<file path="src/rtl/cursor_mode_ctrl_if.sv">
`default_nettype none
// ============================================================================
// Module      : cursor_mode_ctrl_if
// Description : Signal bundle between the mouse front-end / game logic and
//               the cursor mode controller. The controller takes the slave
//               view; whoever drives the raw inputs takes the master view.
// Revision    : 1.0 - initial release
// ============================================================================
interface cursor_mode_ctrl_if;
  logic [11:0] xpos_in;
  logic [11:0] ypos_in;
  logic        left;
  logic        right;
  logic        vblnk;
  logic        game_active;
  logic [11:0] xpos;
  logic [11:0] ypos;
  logic        select_mode;
  logic        fire;
  logic [11:0] fire_x;
  logic [11:0] fire_y;
  logic        reloading;
  logic [7:0]  reload_cnt;

  modport master (
    output xpos_in, ypos_in, left, right, vblnk, game_active,
    input  xpos, ypos, select_mode, fire, fire_x, fire_y, reloading, reload_cnt
  );

  modport slave (
    input  xpos_in, ypos_in, left, right, vblnk, game_active,
    output xpos, ypos, select_mode, fire, fire_x, fire_y, reloading, reload_cnt
  );
endinterface
`default_nettype wire

</file>
<file path="src/rtl/cursor_mode_ctrl.sv">
`default_nettype none
// ============================================================================
// Module      : cursor_mode_ctrl
// Description : Cursor overlay sequencer. Latches clamped pointer coordinates
//               once per frame, selects arrow/scope cursor, and issues
//               one-shot fire pulses followed by a frame-counted lockout.
// Revision    : 1.0 - initial release
// ============================================================================
module cursor_mode_ctrl #(
  parameter int H_MAX         = 799,
  parameter int V_MAX         = 599,
  parameter int AIM_X_LIMIT   = 600,
  parameter int RELOAD_FRAMES = 60
) (
  input  wire logic         clk,
  input  wire logic         rst,
  cursor_mode_ctrl_if.slave bus
);

  localparam logic [11:0] c_H_MAX   = 12'(H_MAX);
  localparam logic [11:0] c_V_MAX   = 12'(V_MAX);
  localparam logic [11:0] c_AIM_LIM = 12'(AIM_X_LIMIT);
  localparam logic [7:0]  c_RELOAD  = 8'(RELOAD_FRAMES);

  typedef enum logic [1:0] {
    ST_POINTER = 2'd0,
    ST_AIM     = 2'd1,
    ST_FIRE    = 2'd2,
    ST_RELOAD  = 2'd3
  } state_t;

  state_t      r_state;
  logic        r_left_meta, r_left_s, r_left_s_d;
  logic        r_right_meta, r_right_s;
  logic        r_vblnk_d;
  logic [11:0] r_xpos, r_ypos;
  logic        r_select_mode;
  logic        r_fire;
  logic [11:0] r_fire_x, r_fire_y;
  logic        r_reloading;
  logic [7:0]  r_reload_cnt;

  logic        w_left_rise;
  logic        w_frame_start;
  logic        w_aim_ok;
  logic [11:0] w_xclamp, w_yclamp;

  // Edge detects and aim qualification; aim uses the coordinate already
  // on screen, not the one about to be latched this cycle.
  assign w_left_rise   = r_left_s & ~r_left_s_d;
  assign w_frame_start = bus.vblnk & ~r_vblnk_d;
  assign w_aim_ok      = r_right_s & bus.game_active & (r_xpos < c_AIM_LIM);
  assign w_xclamp      = (bus.xpos_in > c_H_MAX) ? c_H_MAX : bus.xpos_in;
  assign w_yclamp      = (bus.ypos_in > c_V_MAX) ? c_V_MAX : bus.ypos_in;

  // Two-flop synchronizers for the mouse buttons plus vblank edge history.
  always_ff @(posedge clk) begin
    if (rst) begin
      r_left_meta  <= 1'b0;
      r_left_s     <= 1'b0;
      r_left_s_d   <= 1'b0;
      r_right_meta <= 1'b0;
      r_right_s    <= 1'b0;
      r_vblnk_d    <= 1'b0;
    end else begin
      r_left_meta  <= bus.left;
      r_left_s     <= r_left_meta;
      r_left_s_d   <= r_left_s;
      r_right_meta <= bus.right;
      r_right_s    <= r_right_meta;
      r_vblnk_d    <= bus.vblnk;
    end
  end

  // Pointer coordinates change only at frame start so the overlay never tears.
  always_ff @(posedge clk) begin
    if (rst) begin
      r_xpos <= 12'd0;
      r_ypos <= 12'd0;
    end else if (w_frame_start) begin
      r_xpos <= w_xclamp;
      r_ypos <= w_yclamp;
    end
  end

  // Mode/fire sequencer with registered outputs; leaving the match forces
  // the arrow cursor and clears any lockout.
  always_ff @(posedge clk) begin
    if (rst) begin
      r_state       <= ST_POINTER;
      r_select_mode <= 1'b0;
      r_fire        <= 1'b0;
      r_fire_x      <= 12'd0;
      r_fire_y      <= 12'd0;
      r_reloading   <= 1'b0;
      r_reload_cnt  <= 8'd0;
    end else begin
      r_fire <= 1'b0;
      if (!bus.game_active) begin
        r_state       <= ST_POINTER;
        r_select_mode <= 1'b0;
        r_reloading   <= 1'b0;
        r_reload_cnt  <= 8'd0;
      end else begin
        case (r_state)
          ST_POINTER: begin
            r_select_mode <= w_aim_ok;
            if (w_aim_ok) r_state <= ST_AIM;
          end
          ST_AIM: begin
            if (!w_aim_ok) begin
              r_state       <= ST_POINTER;
              r_select_mode <= 1'b0;
            end else if (w_left_rise) begin
              r_state      <= ST_FIRE;
              r_fire       <= 1'b1;
              r_fire_x     <= r_xpos;
              r_fire_y     <= r_ypos;
              r_reload_cnt <= c_RELOAD;
            end
          end
          ST_FIRE: begin
            r_state     <= ST_RELOAD;
            r_reloading <= 1'b1;
          end
          ST_RELOAD: begin
            r_select_mode <= w_aim_ok;
            if (r_reload_cnt == 8'd0) begin
              r_state     <= w_aim_ok ? ST_AIM : ST_POINTER;
              r_reloading <= 1'b0;
            end else if (w_frame_start) begin
              r_reload_cnt <= r_reload_cnt - 8'd1;
            end
          end
          default: r_state <= ST_POINTER;
        endcase
      end
    end
  end

  assign bus.xpos        = r_xpos;
  assign bus.ypos        = r_ypos;
  assign bus.select_mode = r_select_mode;
  assign bus.fire        = r_fire;
  assign bus.fire_x      = r_fire_x;
  assign bus.fire_y      = r_fire_y;
  assign bus.reloading   = r_reloading;
  assign bus.reload_cnt  = r_reload_cnt;

endmodule
`default_nettype wire
</file>
<file path="src/flat_wrapper.sv">
// flat-port wrapper written by rule: the top's interface ports become plain ports
module cursor_mode_ctrl_flat 
#(
  parameter int H_MAX         = 799,
  parameter int V_MAX         = 599,
  parameter int AIM_X_LIMIT   = 600,
  parameter int RELOAD_FRAMES = 60
)
  (clk, rst, bus_xpos_in, bus_ypos_in, bus_left, bus_right, bus_vblnk, bus_game_active, bus_xpos, bus_ypos, bus_select_mode, bus_fire, bus_fire_x, bus_fire_y, bus_reloading, bus_reload_cnt);
  cursor_mode_ctrl_if bus_i ();
  input  wire logic clk;
  input  wire logic rst;
  input wire logic [$bits(bus_i.xpos_in)-1:0] bus_xpos_in;
  input wire logic [$bits(bus_i.ypos_in)-1:0] bus_ypos_in;
  input wire logic [$bits(bus_i.left)-1:0] bus_left;
  input wire logic [$bits(bus_i.right)-1:0] bus_right;
  input wire logic [$bits(bus_i.vblnk)-1:0] bus_vblnk;
  input wire logic [$bits(bus_i.game_active)-1:0] bus_game_active;
  output wire logic [$bits(bus_i.xpos)-1:0] bus_xpos;
  output wire logic [$bits(bus_i.ypos)-1:0] bus_ypos;
  output wire logic [$bits(bus_i.select_mode)-1:0] bus_select_mode;
  output wire logic [$bits(bus_i.fire)-1:0] bus_fire;
  output wire logic [$bits(bus_i.fire_x)-1:0] bus_fire_x;
  output wire logic [$bits(bus_i.fire_y)-1:0] bus_fire_y;
  output wire logic [$bits(bus_i.reloading)-1:0] bus_reloading;
  output wire logic [$bits(bus_i.reload_cnt)-1:0] bus_reload_cnt;
  assign bus_i.xpos_in = bus_xpos_in;
  assign bus_i.ypos_in = bus_ypos_in;
  assign bus_i.left = bus_left;
  assign bus_i.right = bus_right;
  assign bus_i.vblnk = bus_vblnk;
  assign bus_i.game_active = bus_game_active;
  assign bus_xpos = bus_i.xpos;
  assign bus_ypos = bus_i.ypos;
  assign bus_select_mode = bus_i.select_mode;
  assign bus_fire = bus_i.fire;
  assign bus_fire_x = bus_i.fire_x;
  assign bus_fire_y = bus_i.fire_y;
  assign bus_reloading = bus_i.reloading;
  assign bus_reload_cnt = bus_i.reload_cnt;
  cursor_mode_ctrl #(.H_MAX(H_MAX), .V_MAX(V_MAX), .AIM_X_LIMIT(AIM_X_LIMIT), .RELOAD_FRAMES(RELOAD_FRAMES)) u_core (.clk(clk), .rst(rst), .bus(bus_i));
endmodule
</file>
<file path="config.mk">
export PLATFORM = sky130hd
export DESIGN_NAME = cursor_mode_ctrl_flat
export DESIGN_NICKNAME = d
export VERILOG_FILES = /design/src/rtl/cursor_mode_ctrl_if.sv /design/src/rtl/cursor_mode_ctrl.sv /design/src/flat_wrapper.sv
export SDC_FILE = /design/constraint.sdc
export NUM_CORES = 1
export LEC_CHECK = 0
export ABC_AREA = 1
export CORE_MARGIN = 2
export CORE_UTILIZATION = 46
export DETAILED_ROUTE_END_ITERATION = 8
export PLACE_DENSITY = 0.86
export SYNTH_ARGS = -nofsm -noshare
export SYNTH_HDL_FRONTEND = slang
export SYNTH_SLANG_ARGS = --single-unit
</file>
<file path="constraint.sdc">
create_clock -name clk -period 1.8 [get_ports clk]
set_input_delay 0.54 -clock clk [delete_from_list [all_inputs] [get_ports clk]]
set_output_delay 0.54 -clock clk [all_outputs]
set_load 0.05 [all_outputs]
</file>
==> qor.yml <==
timing:
  worst_slack_ns: 0.09383
  fin_tns_setup_ns: 0
  finalMaxSlewViolations: 0
  setup_viol: 0
  hold_violations: 0
  fin_crit_ns: 1.706
  skew_ns: 0.007124
  tightest_slew_ns: 0.3322
  maxSlewHeadroom: 0.7762
  fmax_mhz: 586.1
  finalCritPeriodShare: 0.9479
layout:
  multi_input_area_mm2: 0.001240
  nets: 513
  area_growth_pct: 52.58
  fin_area_mm2: 0.004335
  n_antenna_cell: 0
  fill_cells: 402
  final_layout_size_suffix_gt1_frac: 0.2479
  fin_cells: 555
  seqCellArea_mm2: 0.001345
clock_tree:
  clockRootBuffer: "clkbuf_8"
  postCtsHoldBufs: 0
  cts_sinks: 67
  clkLatencyLatePin_ns: 0.34
  cts_tree: "built"
  clock_path_buffers: 2
  htreeDepth: 3
  numCtsBuffers: 9
  clkTransAtPathRegs_ns: 0.07
flow_run:
  maxCapViolCount: 0
status:
  status: "finished, final reports clean"
worst_setup_path:
  crit_required_ns: 2.02
  critPathLaunch: "u_core.r_state[0]"
  reg2reg_to: "u_core.bus.fire_x[8]"
  reg2reg_depth: 6
  max_stage_delay_ns: 0.51
  worst-path-stages: 6
  reg2reg_slack_ns: 0.09
  cp_data_arrival_time_ns: 1.93
  crit_fanout: 15
  rr_startpoint: "u_core.r_state[0]"
  cp_num_buf_inv: 2
  crit_chain: "ha_4, nand3_4, buf_4, nor3_4, buf_12, a21oi_1"
  critical_path.top_delay_family: "flip-flops"
  critPathLaunchType: "flop"
  critPathCaptureType: "flop"
  endpoint: "u_core.bus.fire_x[8]"
  critical_path_class: "flop to flop"
  critical_path.slowest_cell: "dfxtp_1"
yosys:
  ys_seq_area_frac: 0.4720
  syn_inst: 367
  synth_top_family_by_area: "simple AND/OR/NAND/NOR gates"
  synth_seq_cells: 67
  synth_compound_area_frac: 0.1845
  synth_xor_area_frac: 0.003082
  syn-cell-area_mm2: 0.002841
  synthMuxAreaShare: 0
  synth_fa_ha_area_frac: 0.03082
  avgSynthCellArea_um2: 7.742
  ys_types: 35
  syn_nets: 404
  yosysWarnings: 0
  synth-simple-area-share: 0.2056
drt:
  antenna_left: 0
  drtIter0Drc: 189
  firstDrtPassIters: 5
  route.detailed.drc: 0
  vias: 2923
  post_drt_via_cell_ratio: 5.267
  drt-wirelength-per-cell_um: 15.41
  wl_um: 8554
global_route:
  grt-ovfl-total: 0
  grt_use_total: 0.2663
  antenna_found_initial: 0
  grt_pass1_vias: 2911
  grt_pass1_wl_um: 13550
  grt_max_degree: 30
pwr:
  share_seq_of_total_power: 0.451
  pwr-share-comb: 0.140
  leakage_nw: 1.962
  netSwitchingFraction: 0.2589
  internal_power_mw: 2.570
  vdd_drop_max_uv: 602.6
  switchingPower_mw: 0.8976
  cellPowerDensity_mw_per_mm2: 799.8
  clkPwrFrac: 0.409
placement:
  hpwl_um: 5691
  routabilityCongestion: 0.8328
  port_buffers: 88
  dp_slack_ns: -0.3237
  postPlaceCellArea_mm2: 0.003968
  dp_cells: 534
floorplan:
  start_util: 0.4771
  core_area_mm2: 0.005956
  die_w_um: 82.60
  pin_count: 89
  die_y_um: 82.60
  dieArea_mm2: 0.006822
  row_count: 28
min_path:
  min_path_type: "flop to flop"
worst min path at each step:
stage                                    from                to  cells after the start
after floorplan            u_core.r_left_meta   u_core.r_left_s                      2
after global placement     u_core.r_left_meta   u_core.r_left_s                      2
after detailed placement  u_core.r_right_meta  u_core.r_right_s                      2
after CTS                  u_core.r_left_meta   u_core.r_left_s                      2
after global routing       u_core.r_left_meta   u_core.r_left_s                      2
final                      u_core.r_left_meta   u_core.r_left_s                      2
flip-flops by register name (all words and copies together), names as in the netlist, 8 cells and up, named ones only:
name,cells
u_core.bus.fire_x,12
u_core.bus.fire_y,12
u_core.bus.xpos,12
u_core.bus.ypos,12
u_core.bus.reload_cnt,8
final cells by class:
type	count	share of cell area
Clock buffer	11	0.03492
Clock inverter	4	0.01703
Inverter	58	0.05108
Multi-Input combinational cell	228	0.2860
Sequential cell	67	0.3102
Tap cell	75	0.02165
Timing Repair Buffer	112	0.2791
metal layers:
metal | vias to the layer above | track usage | routed length (um)
li1 | 1407 | - | -
met4 | 0 | 0.1525 | 295
met3 | 27 | 0.06304 | 687
met5 | - | 0 | 0
met1 | 1341 | 0.2960 | 3336
met2 | 148 | 0.4637 | 4234
synthesized netlist by cell type:
library cell / n / share of area
dfxtp_1: 67 / 0.47
inv_1: 56 / 0.074
nor2_1: 49 / 0.065
a21oi_1: 42 / 0.074
nand2_1: 42 / 0.055
o21ai_0: 37 / 0.065
nand3_1: 11 / 0.019
o31ai_1: 10 / 0.026
ha_1: 7 / 0.031
clkbuf_1: 5 / 0.0066
nand4_1: 5 / 0.011
buf_2: 3 / 0.0053
nor3_1: 3 / 0.0053
a221oi_1: 2 / 0.0062
buf_1: 2 / 0.0026
buf_6: 2 / 0.0079
nand2_2: 2 / 0.0044
nand2_4: 2 / 0.0079
nand3b_1: 2 / 0.0053
nor3_4: 2 / 0.011
nor3b_1: 2 / 0.0053
a211oi_1: 1 / 0.0026
buf_4: 1 / 0.0026
clkbuf_2: 1 / 0.0018
clkinv_2: 1 / 0.0018
inv_2: 1 / 0.0013
nand3_2: 1 / 0.0035
nor2_2: 1 / 0.0022
nor2_4: 1 / 0.0040
nor3_2: 1 / 0.0035
o211ai_1: 1 / 0.0026
o21ai_1: 1 / 0.0018
o21ai_4: 1 / 0.0057
or2_1: 1 / 0.0022
xor2_1: 1 / 0.0031
worst min-delay path: stages (launching register included):
cell and delay [ns]:
dfxtp_1 0.30, inv_1 0.04, nor2_1 0.03
what timing repair did:
action | 4_1_cts | 5_1_grt
buffers inserted | 3 | 1
pin swaps | 3 | 3
gates cloned | 2 | 0
setup endpoints to repair | 1 | 26
resized for setup | 4 | 11
cell usage in the layout (no fill, tap or decap), drive strengths merged, types with 2 or more instances in the layout:
master,count
nand3b,2
o21ai,39
nor3b,2
nor3,6
bufinv,2
inv,57
nor2,51
o31ai,10
nand4,5
clkinv,3
ha,7
buf,83
nand3,12
clkbuf,11
clkdlybuf4s50,28
dfxtp,67
a21oi,42
nand2,46
a221oi,2
cell families (layout without fill, tap and decap cells):
logic type,after synthesis,count (layout)
xor gates and xnor gates,1,1
DFF,67,67
adders and majority gates,7,7
AOI/OAI and AO/OA,95,95
and+or+nand+nor,125,125
buffers and inverters,72,185
power groups by stage:
stage | registers [mW] | clock network (mW) | logic [mW]
after global routing | 1.57 | 1.48 | 0.519
after CTS | 1.56 | 1.42 | 0.476
after detailed placement | 1.59 | 0 | 0.471
after floorplan | 1.71 | 0 | 0.143
final | 1.56 | 1.42 | 0.487
after global placement | 1.59 | 0 | 0.461
through the flow:
stage                     power (mW)  hold slack [ns]  utilization
after global placement         2.053           0.3889       0.6662
final                          3.467           0.4104       0.7279
after detailed placement       2.062           0.3975       0.6662
after CTS                      3.455           0.4087       0.7193
after global routing           3.566           0.4202       0.7279
after floorplan                1.849           0.3883            -
Power figures use the tool's default switching activity.
